**config.mk**
```make
export PLATFORM = sky130hd
export DESIGN_NAME = uart_rx
export DESIGN_NICKNAME = d
export VERILOG_FILES = /design/src/rtl/uart_rx.sv
export SDC_FILE = /design/constraint.sdc
export NUM_CORES = 1
export LEC_CHECK = 0
export ABC_AREA = 1
export BUFFER_PORTS_ARGS = -buffer_cell sky130_fd_sc_hd__buf_4
export CORE_ASPECT_RATIO = 0.6
export CORE_MARGIN = 8
export CORE_UTILIZATION = 55
export CTS_CLUSTER_DIAMETER = 30
export DETAILED_ROUTE_END_ITERATION = 12
export PLACE_DENSITY = 0.87
export SLEW_MARGIN = 20
export SYNTH_ARGS = -nofsm -noshare
export SYNTH_HDL_FRONTEND = slang
export SYNTH_SLANG_ARGS = --single-unit
```
**constraint.sdc**
```tcl
create_clock -name clk -period 4.7 [get_ports clk]
set_input_delay 0.94 -clock clk [delete_from_list [all_inputs] [get_ports clk]]
set_output_delay 0.94 -clock clk [all_outputs]
set_load 0.02 [all_outputs]
```
**src/rtl/uart_rx.sv**
```systemverilog
// rtl/uart_rx.sv - 8N1 UART receiver with byte FIFO and DATA/STATUS register reads
//
// Ports:
//   clk      - single clock, rising edge
//   reset_n  - asynchronous active-low reset
//   addr     - register select, only addr[2] decoded (0 = DATA, 1 = STATUS)
//   din      - write data (no writable registers, ignored)
//   dout     - registered read data, valid for one cycle after the access
//   wr       - 1 = write, 0 = read, qualified by valid
//   valid    - single-cycle bus access strobe
//   rxd      - asynchronous serial input, idle high, LSB first
module uart_rx #(
  parameter int BIT_TIME   = 433,
  parameter int FIFO_DEPTH = 8
) (
  input  logic        clk,
  input  logic        reset_n,
  input  logic [2:0]  addr,
  input  logic [31:0] din,
  output logic [31:0] dout,
  input  logic        wr,
  input  logic        valid,
  input  logic        rxd
);

  localparam int AW = $clog2(FIFO_DEPTH);
  localparam logic [11:0]   CNT_FULL  = 12'(BIT_TIME);
  localparam logic [11:0]   CNT_HALF  = 12'(BIT_TIME / 2);
  localparam logic [AW:0]   DEPTH_CNT = (AW + 1)'(FIFO_DEPTH);
  localparam logic [AW-1:0] PTR_ONE   = AW'(1);
  localparam logic [AW:0]   CNT_ONE   = (AW + 1)'(1);

  typedef enum logic [2:0] {IDLE, START, DATA, STOP, WAIT_HIGH} state_t;

  state_t        state, state_n;
  logic [11:0]   cnt, cnt_n;
  logic [2:0]    idx, idx_n;
  logic [7:0]    shreg, shreg_n;
  logic          push, fe_set;
  logic          rxd_meta, rxd_s;

  logic [7:0]    mem [FIFO_DEPTH];
  logic [AW-1:0] wptr, rptr;
  logic [AW:0]   count;
  logic          oe, fe;

  logic          rd_data, rd_stat, pop, full, push_ok, oe_set;
  logic [4:0]    count_ext;
  logic [31:0]   status;
  logic          unused_ok;

  assign unused_ok = ^{din, addr[1:0]};

  // Two-flop synchronizer; resets to the idle line level so no false start.
  always_ff @(posedge clk or negedge reset_n) begin
    if (!reset_n) begin
      rxd_meta <= 1'b1;
      rxd_s    <= 1'b1;
    end else begin
      rxd_meta <= rxd;
      rxd_s    <= rxd_meta;
    end
  end

  always_ff @(posedge clk or negedge reset_n) begin
    if (!reset_n) begin
      state <= IDLE;
      cnt   <= '0;
      idx   <= '0;
      shreg <= '0;
    end else begin
      state <= state_n;
      cnt   <= cnt_n;
      idx   <= idx_n;
      shreg <= shreg_n;
    end
  end

  always_comb begin
    state_n = state;
    cnt_n   = cnt;
    idx_n   = idx;
    shreg_n = shreg;
    push    = 1'b0;
    fe_set  = 1'b0;
    case (state)
      IDLE: begin
        cnt_n = '0;
        if (!rxd_s) state_n = START;
      end
      START: begin
        // Re-check the line at mid start bit; a high level means a glitch.
        if (cnt == CNT_HALF) begin
          cnt_n = '0;
          if (!rxd_s) begin
            state_n = DATA;
            idx_n   = '0;
          end else begin
            state_n = IDLE;
          end
        end else begin
          cnt_n = cnt + 12'd1;
        end
      end
      DATA: begin
        if (cnt == CNT_FULL) begin
          cnt_n   = '0;
          shreg_n = {rxd_s, shreg[7:1]};
          idx_n   = idx + 3'd1;
          if (idx == 3'd7) state_n = STOP;
        end else begin
          cnt_n = cnt + 12'd1;
        end
      end
      STOP: begin
        if (cnt == CNT_FULL) begin
          cnt_n = '0;
          if (rxd_s) begin
            push    = 1'b1;
            state_n = IDLE;
          end else begin
            fe_set  = 1'b1;
            state_n = WAIT_HIGH;
          end
        end else begin
          cnt_n = cnt + 12'd1;
        end
      end
      WAIT_HIGH: begin
        // A held-low line (break) must not be mistaken for a new start bit.
        cnt_n = '0;
        if (rxd_s) state_n = IDLE;
      end
      default: state_n = IDLE;
    endcase
  end

  assign rd_data = valid && !wr && !addr[2];
  assign rd_stat = valid && !wr && addr[2];
  assign pop     = rd_data && (count != '0);
  assign full    = (count == DEPTH_CNT);
  // A pop on the same edge frees the slot, so a push into a full FIFO still fits.
  assign push_ok = push && (!full || pop);
  assign oe_set  = push && full && !pop;

  assign count_ext = 5'(count);
  assign status    = {20'b0, count_ext[3:0], 4'b0, fe, 1'b0, oe, (count != '0)};

  always_ff @(posedge clk) begin
    if (push_ok) mem[wptr] <= shreg;
  end

  always_ff @(posedge clk or negedge reset_n) begin
    if (!reset_n) begin
      wptr  <= '0;
      rptr  <= '0;
      count <= '0;
      oe    <= 1'b0;
      fe    <= 1'b0;
      dout  <= '0;
    end else begin
      if (push_ok) wptr <= wptr + PTR_ONE;
      if (pop)     rptr <= rptr + PTR_ONE;
      if (push_ok && !pop)      count <= count + CNT_ONE;
      else if (pop && !push_ok) count <= count - CNT_ONE;
      // Set wins over the clear-on-read of STATUS.
      oe <= oe_set | (oe & ~rd_stat);
      fe <= fe_set | (fe & ~rd_stat);
      if (rd_data)      dout <= (count != '0) ? {24'b0, mem[rptr]} : 32'b0;
      else if (rd_stat) dout <= status;
      else              dout <= 32'b0;
    end
  end

endmodule

```
==> results.txt, run 1 <==
* Global-route wire length before repair: 18100 um
- Worst EP required: 5.00 ns
- For the worst-skew pair, the clock arrives at the later sink with an insertion delay of 0.42 ns.
- The cell area that synthesis handed to floorplanning was 0.00534 mm^2.
- # port buffers: 17
* Width of the die: 143 um
- Clock-pin slew was measured on the worst setup and hold paths at 0.05 ns.
- In the detailed route, the total length drawn on met3 is 1270 um.
* Critical path data arrival time: 3.15 ns
- The floorplan step defined a die boundary enclosing 0.0132 mm^2.
* Kind of path behind the tightest hold check: reg2reg
- Final Hold Violating Endpoints: 0
- Critical Path Source: count[0]
- Clock tree root driver cell: sky130_fd_sc_hd__clkbuf_16
- First-iteration detailed-routing DRC count: 298
* Library cells used by synthesis: 38
* Worst slew margin: 0.281
- The portion of synthesized area spent on multiplexers is 0.
- CTS Buffer Depth: 2
- Pin count of the biggest net entering global routing: 53
* Number of rows in the core area: 27
* Compound-cell area share of the yosys netlist: 0.0856
- Area grow syn2layout: 13.7%
* Mean Syn Cell Area: 10.0 um^2
- Worst VDD drop: 0.303 mV
- Xor and xnor area share after synthesis: 0.0197
- Remaining antenna violation count: 0
* Slowest CP cell: sky130_fd_sc_hd__dfrtp_1
- Max-cap violation count: 0
- Worst Clk Skew: 0.0102 ns
* Hold buffer count at CTS: 0
* Start-to-end type of the worst setup path: reg2reg
- Of the cells placed in the final design, the portion with a size suffix greater than 1 is 0.129.
* Max Used Layer: met4
- Global-route congestion overflow total: 0
- Reg2reg start: count[0]
* Post-CTS Resized: 0
* Filler Cells Inserted: 667
* Wire length the detailed router placed on met1: 4730 um
* Antenna diodes: 0
- After layout, the minimum clock period comes to 2.85 ns.
- Measured along the y axis, the die boundary spans 92.3 um.
- Of the available clock period, the critical path in the final layout requires 0.607.
- In this run, CTS created clock tree buffers numbering 17.
- Deepest level of the CTS H-tree: 4
* Combinational family with the most area after synthesis: simple AND/OR/NAND/NOR gates
- Number of setup buffers added after CTS: 0
* Synth warnings: 0
- Antenna violations before repair: 0
- Dividing the detail-routed via count by the number of cells gives 5.29.
- Maximum fanout along the worst path: 6
- The tightest hold path in the finished design has a slack of 0.356 ns.
* Adder-cell share of the synthesized area: 0.0272
- TritonCTS built the clock tree.
- The flow ran to the end, and the final reports show no timing, DRC or antenna violations.
- After detailed routing, the number of remaining DRC violations is 0.
- Type of destination of the critical path: register
* Maximum operating frequency: 351 MHz
- Across all register-to-register paths, the minimum setup slack is 1.85 ns.
- The initial utilization of the core area, before any placement, comes to 0.575.
- Setup violations remaining at the end of the flow were counted as 0.
- Core Box Area: 0.00929 mm^2
* Top-Level Pins: 72
- The analysis attributes to cell leakage a power of 2.81 nW.
- In this design, the stage delay of the slowest critical-path cell is 0.46 ns.
* Most Frequent Cell on Critical Path: sky130_fd_sc_hd__nand2_1
* Setup repair after global routing missed its margin: no
- Routed wl met2: 5090 um
* Vias in the first global route: 3641
- The final count of pins violating max slew is 0.
* Sequential area share after synthesis: 0.604
- For this design, the sink count on the clock tree is 116.
- The number of buffers and inverters on the critical path is 2.
- Non-filler instance count after layout: 698
* Wire per inst: 16.3 um
- The startpoint identified for the worst hold timing path is rxd_meta.
* Most frequent cells in the layout: sky130_fd_sc_hd__nor2_1, sky130_fd_sc_hd__nand2_1, sky130_fd_sc_hd__edfxtp_1, sky130_fd_sc_hd__inv_1, sky130_fd_sc_hd__dfrtp_1
- Post-Synth Simple-Gate Area: 0.180
- For the pin with the worst max-slew slack, the measured transition is 1.08 ns.
- Counting tap cells, the placed design contains a total of 666 instances.
- Crit path max-delay family: simple AND/OR/NAND/NOR gates
- In this run, synthesis produced a sequential element count of 116.
- Total negative slack for setup checks: 0 ns
- Once detailed placement completed, the half-perimeter wirelength came to 7230 um.
- Wires add up to 11400 um.
- Total via count in the routed design: 3692
- Critical path launch point type: register
- Synthesis produced 534 cells.
- Critical path, cell by cell: nor3_1 > nand3_1 > nand3_2 > clkinv_2 > ha_1 > inv_1 > ha_1 > a21oi_1 > nand2_1 > a21oi_1 > o21ai_0 > nand2_1 > nand2_1
- For this run, the total global-route usage over all layers was measured as 0.183.
* Detailed-routing iteration count for the pre-antenna-repair pass: 7
- Pwr Density: 484 mW/mm^2
- In the final design database the tool counted 606 nets.
- The congestion estimate from routability-driven global placement came to 0.877.
==> synthesized netlist by cell type <==
cell	n	area, um^2
sky130_fd_sc_hd__o21ai_4	1	16.3
sky130_fd_sc_hd__a21oi_2	3	26.3
sky130_fd_sc_hd__buf_4	20	150
sky130_fd_sc_hd__clkinv_2	2	10.0
sky130_fd_sc_hd__clkinv_1	1	3.75
sky130_fd_sc_hd__nor3b_1	1	7.51
sky130_fd_sc_hd__nand2_2	4	25.0
sky130_fd_sc_hd__dfstp_2	2	52.6
sky130_fd_sc_hd__conb_1	1	3.75
sky130_fd_sc_hd__nor2_2	3	18.8
sky130_fd_sc_hd__nand4_1	3	18.8
sky130_fd_sc_hd__o211ai_1	7	52.6
sky130_fd_sc_hd__nor2_4	3	33.8
sky130_fd_sc_hd__nand3_1	21	105
sky130_fd_sc_hd__o21ai_2	4	35.0
sky130_fd_sc_hd__dfrtp_1	50	1250
sky130_fd_sc_hd__xnor2_1	5	43.8
sky130_fd_sc_hd__clkbuf_2	1	5.00
sky130_fd_sc_hd__ha_1	10	125
sky130_fd_sc_hd__nor3_1	4	20.0
sky130_fd_sc_hd__nor2_1	90	338
sky130_fd_sc_hd__o21ai_1	3	15.0
sky130_fd_sc_hd__edfxtp_1	64	1920
sky130_fd_sc_hd__buf_6	1	11.3
sky130_fd_sc_hd__fa_1	1	20.0
sky130_fd_sc_hd__nand2_1	90	338
sky130_fd_sc_hd__inv_2	3	11.3
sky130_fd_sc_hd__nand3_2	3	30.0
sky130_fd_sc_hd__a22o_1	1	8.76
sky130_fd_sc_hd__nand2_4	1	11.3
sky130_fd_sc_hd__o21ai_0	45	225
sky130_fd_sc_hd__buf_2	7	35.0
sky130_fd_sc_hd__clkbuf_1	6	22.5
sky130_fd_sc_hd__inv_1	51	191
sky130_fd_sc_hd__o22ai_1	10	62.6
sky130_fd_sc_hd__xor2_1	7	61.3
sky130_fd_sc_hd__a21oi_1	3	15.0
sky130_fd_sc_hd__nand3b_1	2	15.0
==> sequential cells by signal, indices dropped and copies added, names as in the netlist, 3 cells and up <==
register  cells
dout         12
mem          64
state         3
idx           3
wptr          3
cnt          12
shreg         8
rptr          3
count         4
==> report_power, final <==
part / internal (W) / switching, W
logic: 0.000178 / 0.000296
registers: 0.00111 / 0.000117
clock network: 0.000820 / 0.000420
==> metal layers <==
layer / track usage / vias up
li1: - / 1757
met1: 0.230 / 1713
met2: 0.271 / 187
met3: 0.0702 / 35
met4: 0.101 / 0
met5: 0 / -
==> through the flow <==
| step | cell area, um^2 | power, W | worst slack, ns | util |
|---|---|---|---|---|
| final | 6070 | 0.00294 | 1.85 | 0.653 |
| after global routing | 6070 | 0.00307 | 1.66 | 0.653 |
| after CTS | 6070 | 0.00294 | 1.90 | 0.653 |
| after detailed placement | 5480 | 0.00170 | 1.58 | 0.590 |
| after global placement | 5480 | 0.00167 | 1.74 | 0.590 |
| after floorplan | 5410 | 0.00158 | 1.91 | - |
==> cell type report <==
type,instances,area (um^2),share of cell area
Inverter,57,216,0.0357
Multi-Input combinational cell,345,1740,0.287
Timing Repair Buffer,18,135,0.0223
Clock buffer,31,581,0.0957
Sequential cell,116,3230,0.532
Tap cell,130,163,0.0268
Clock inverter,1,5.00,0.000825
==> cell families after synthesis <==
group	Yosys count
flip-flops	116
other	1
XOR/XNOR	12
AND/OR/NAND/NOR	225
adder cells (fa/ha/maj)	11
AO/OA/AOI/OAI	77
buffers and inverters	92
==> final timing paths <==
check,endpoint,depth (start not counted)
min in group asynchronous,cnt[1],1
min,rxd_s,0
max,count[3],13
min reg2reg,rxd_s,0
max reg2reg,count[3],13
max in group asynchronous,dout[5],1
(Power assumes the default switching activity.)
==> inputs of run 2 (changes only) <==
--- a/config.mk
+++ b/config.mk
@@ -9,10 +9,10 @@
 export BUFFER_PORTS_ARGS = -buffer_cell sky130_fd_sc_hd__buf_4
 export CORE_ASPECT_RATIO = 0.6
 export CORE_MARGIN = 8
-export CORE_UTILIZATION = 55
+export CORE_UTILIZATION = 52
 export CTS_CLUSTER_DIAMETER = 30
 export DETAILED_ROUTE_END_ITERATION = 12
-export PLACE_DENSITY = 0.87
+export PLACE_DENSITY = 0.86
 export SLEW_MARGIN = 20
 export SYNTH_ARGS = -nofsm -noshare
 export SYNTH_HDL_FRONTEND = slang
==> constraint.sdc (replaced) <==
create_clock -name clk -period 2.5 [get_ports clk]
set_input_delay 0.5 -clock clk [delete_from_list [all_inputs] [get_ports clk]]
set_output_delay 0.5 -clock clk [all_outputs]
set_load 0.02 [all_outputs]
==> run 2 against run 1 <==
  * Global-route usage shrank 0.35 points
  * Critical path type unchanged
  * Critical path depth grew 2
  * Final area grew 2.9%
  * Non-clock buffer count grew 18
  * Sequential power grew 79%
  * Combinational power grew 130%
  * Final cell count grew 3.3%
  * Largest cell class unchanged
==> results.txt, run 2 (synthesis gave the netlist of run 1 again) <==
- Number of cells after detailed placement: 689
- The finished cells cover 0.00625 mm^2.
- Core Box Area: 0.00991 mm^2
* Critical path data arrival time: 2.64 ns
* Wire length reported by the detailed router: 11900 um
* Clock latency at the later pin of the worst-skew pair: 0.41 ns
- Worst VDD drop: 0.844 mV
- Design Power: 0.00572 W
- In this run, the number of DRC markers left after iteration 0 of detailed routing was 381.
* Overall global routing resource usage: 0.180
- The register with the most flip-flops in the layout has 64 of them.
* Least-Margin Pin Slew: 0.906 ns
- The worst register-to-register path begins at cnt[1].
* Clock transition at the registers of the reported paths: 0.05 ns
- TritonCTS built the clock tree.
- Global-route wire length before repair: 19200 um
- For this run, the number of standard cells in the final layout without fillers is 721.
* Vias in the first global route: 3797
- The floorplan step defined a die boundary enclosing 0.0139 mm^2.
- DRC violation count after routing: 0
- Fill cells in the final layout number 742.
- The final count of pins violating max slew was 0.
* Layout cells sized above 1: 0.166
- Final Hold Violating Endpoints: 0
- Setup repair after global routing missed its margin: no
- Remaining antenna violation count: 0
- No sink is reached through more buffers than the 2 on the longest clock path.
* Detailed-placement wirelength estimate: 7830 um
* Critical path launch point type: register
- Total negative slack for setup checks: 0 ns
- After the last flow step, the layout net total stands at 624.
* Deepest level of the CTS H-tree: 4
- Setup violations remaining at the end of the flow were counted as 0.
- Derived from the worst setup path, the maximum achievable clock frequency is 426 MHz.
- Leakage component of the power: 2.90 nW
- On the final layout, the worst clock skew is 0.00897 ns.
- Final hold analysis gives a worst-case slack of 0.146 ns.
- Weighted congestion reported at the end of routability-driven placement: 0.860
- In this run the worst setup path begins at cnt[1].
- In this run the clock root is driven by a sky130_fd_sc_hd__clkbuf_16.
- Die Ht: 94.5 um
* Maximum fanout along the worst path: 6
- Type of destination of the critical path: register
- The initial utilization of the core area, before any placement, comes to 0.538.
* Antenna violations before repair: 0
- Antenna diodes: 0
- Largest Register: mem
- In this run the post-CTS setup repair buffer count came out at 0.
- Clock Sinks: 116
- Entering global routing, the biggest net connects 53 pins.
* Most frequent cells in the layout: sky130_fd_sc_hd__nor2_1, sky130_fd_sc_hd__nand2_1, sky130_fd_sc_hd__edfxtp_1, sky130_fd_sc_hd__inv_1, sky130_fd_sc_hd__dfrtp_1
* Pwr Density: 915 mW/mm^2
* Registers with the most flip-flops: mem: 64 flops, cnt: 12 flops, dout: 12 flops
* Global-route congestion overflow total: 0
- The flow ran to the end, and the final reports show no timing, DRC or antenna violations.
* Total via count in the routed design: 3832
* Kind of path behind the tightest hold check: in2async
- Relative to the synthesized area, the layout overhead comes to 17.0%.
* Max-cap violation count: 0
- Start-to-end type of the worst setup path: reg2reg
- Worst EP required: 2.79 ns
- In this run the count of I/O pins placed on the die edge is 72.
* Drt via density: 5.31
- Inserted Clock Buffers: 17
- Port buffering added 17 buffers.
- Dividing the final minimum period by the clock period gives 0.940.
- Width of the die: 147 um
- Once placement finished, the instance area stood at 0.00562 mm^2.
- Number of rows in the core area: 28
* Period minus WS final: 2.35 ns
- In the final routed layout, each cell accounts on average for 16.5 um.
* Worst slew margin: 0.395
* Detailed-routing iteration count for the pre-antenna-repair pass: 5
## run 2: changes by cell type in the layout (fill, tap and decap cells not counted), moves of 2 or more
cell / previous run / this run
sky130_fd_sc_hd__clkinvlp_4: 0 / 2
sky130_fd_sc_hd__clkinv_2: 3 / 6
sky130_fd_sc_hd__clkbuf_1: 6 / 2
sky130_fd_sc_hd__clkbuf_16: 19 / 17
sky130_fd_sc_hd__clkinv_1: 1 / 3
sky130_fd_sc_hd__bufinv_16: 0 / 3
sky130_fd_sc_hd__buf_4: 18 / 36
sky130_fd_sc_hd__clkbuf_8: 6 / 2
## run 2: worst paths after layout
path                            slack, ns  depth (start not counted)  endpoint
worst max-delay path                 0.15                         15  count[3]
worst min-delay path                 0.15                          1    cnt[2]
worst max register to register       0.15                         15  count[3]
worst min register to register       0.36                          0     rxd_s
max in group asynchronous            1.90                          1   dout[0]
min in group clk                     0.19                          1  rxd_meta
## run 2: what timing repair did
action / in CTS / in global routing
endpoints found under the setup margin: 1 / 1
hold buffers: 0 / 0
gates resized for setup: 1 / 4
pin swaps: 0 / 0
## run 2: routing by layer
metal | vias to the layer above | track usage | wire, um
li1 | 1800 | - | -
met5 | - | 0 | 0
met2 | 186 | 0.282 | 5460
met4 | 0 | 0.0784 | 178
met3 | 18 | 0.0597 | 1080
met1 | 1828 | 0.228 | 5180
## run 2: power by group
part | switching (W) | internal [W]
clock network | 0.000821 | 0.00160
logic | 0.000698 | 0.000396
registers | 0.000115 | 0.00208
total | 0.00163 | 0.00408
## run 2: layout make-up
| type | count | area (um^2) | area share |
|---|---|---|---|
| Tap cell | 135 | 169 | 0.0270 |
| Clock inverter | 11 | 133 | 0.0212 |
| Multi-Input combinational cell | 345 | 1770 | 0.284 |
| Inverter | 57 | 216 | 0.0347 |
| Clock buffer | 21 | 460 | 0.0737 |
| Timing Repair Buffer | 36 | 270 | 0.0433 |
| Sequential cell | 116 | 3230 | 0.516 |
## run 2: critical path, stage by stage, from the launching register on
cell and delay [ns]:
sky130_fd_sc_hd__dfrtp_1 0.39, sky130_fd_sc_hd__inv_1 0.11, sky130_fd_sc_hd__ha_1 0.18, sky130_fd_sc_hd__nand3_1 0.10, sky130_fd_sc_hd__nor2_1 0.15, sky130_fd_sc_hd__nand3_2 0.12
sky130_fd_sc_hd__clkinv_2 0.07, sky130_fd_sc_hd__ha_1 0.15, sky130_fd_sc_hd__inv_2 0.08, sky130_fd_sc_hd__ha_4 0.23, sky130_fd_sc_hd__a21oi_1 0.14, sky130_fd_sc_hd__nand2_1 0.09
sky130_fd_sc_hd__a21oi_1 0.18, sky130_fd_sc_hd__o21ai_0 0.11, sky130_fd_sc_hd__nand2_1 0.07, sky130_fd_sc_hd__nand2_1 0.05
## run 2: through the flow
step,worst slack (ns),util
after floorplan,0.151,-
after global placement,0.106,0.567
after detailed placement,-0.0459,0.567
after CTS,0.0169,0.628
after global routing,0.0101,0.630
final,0.151,0.630
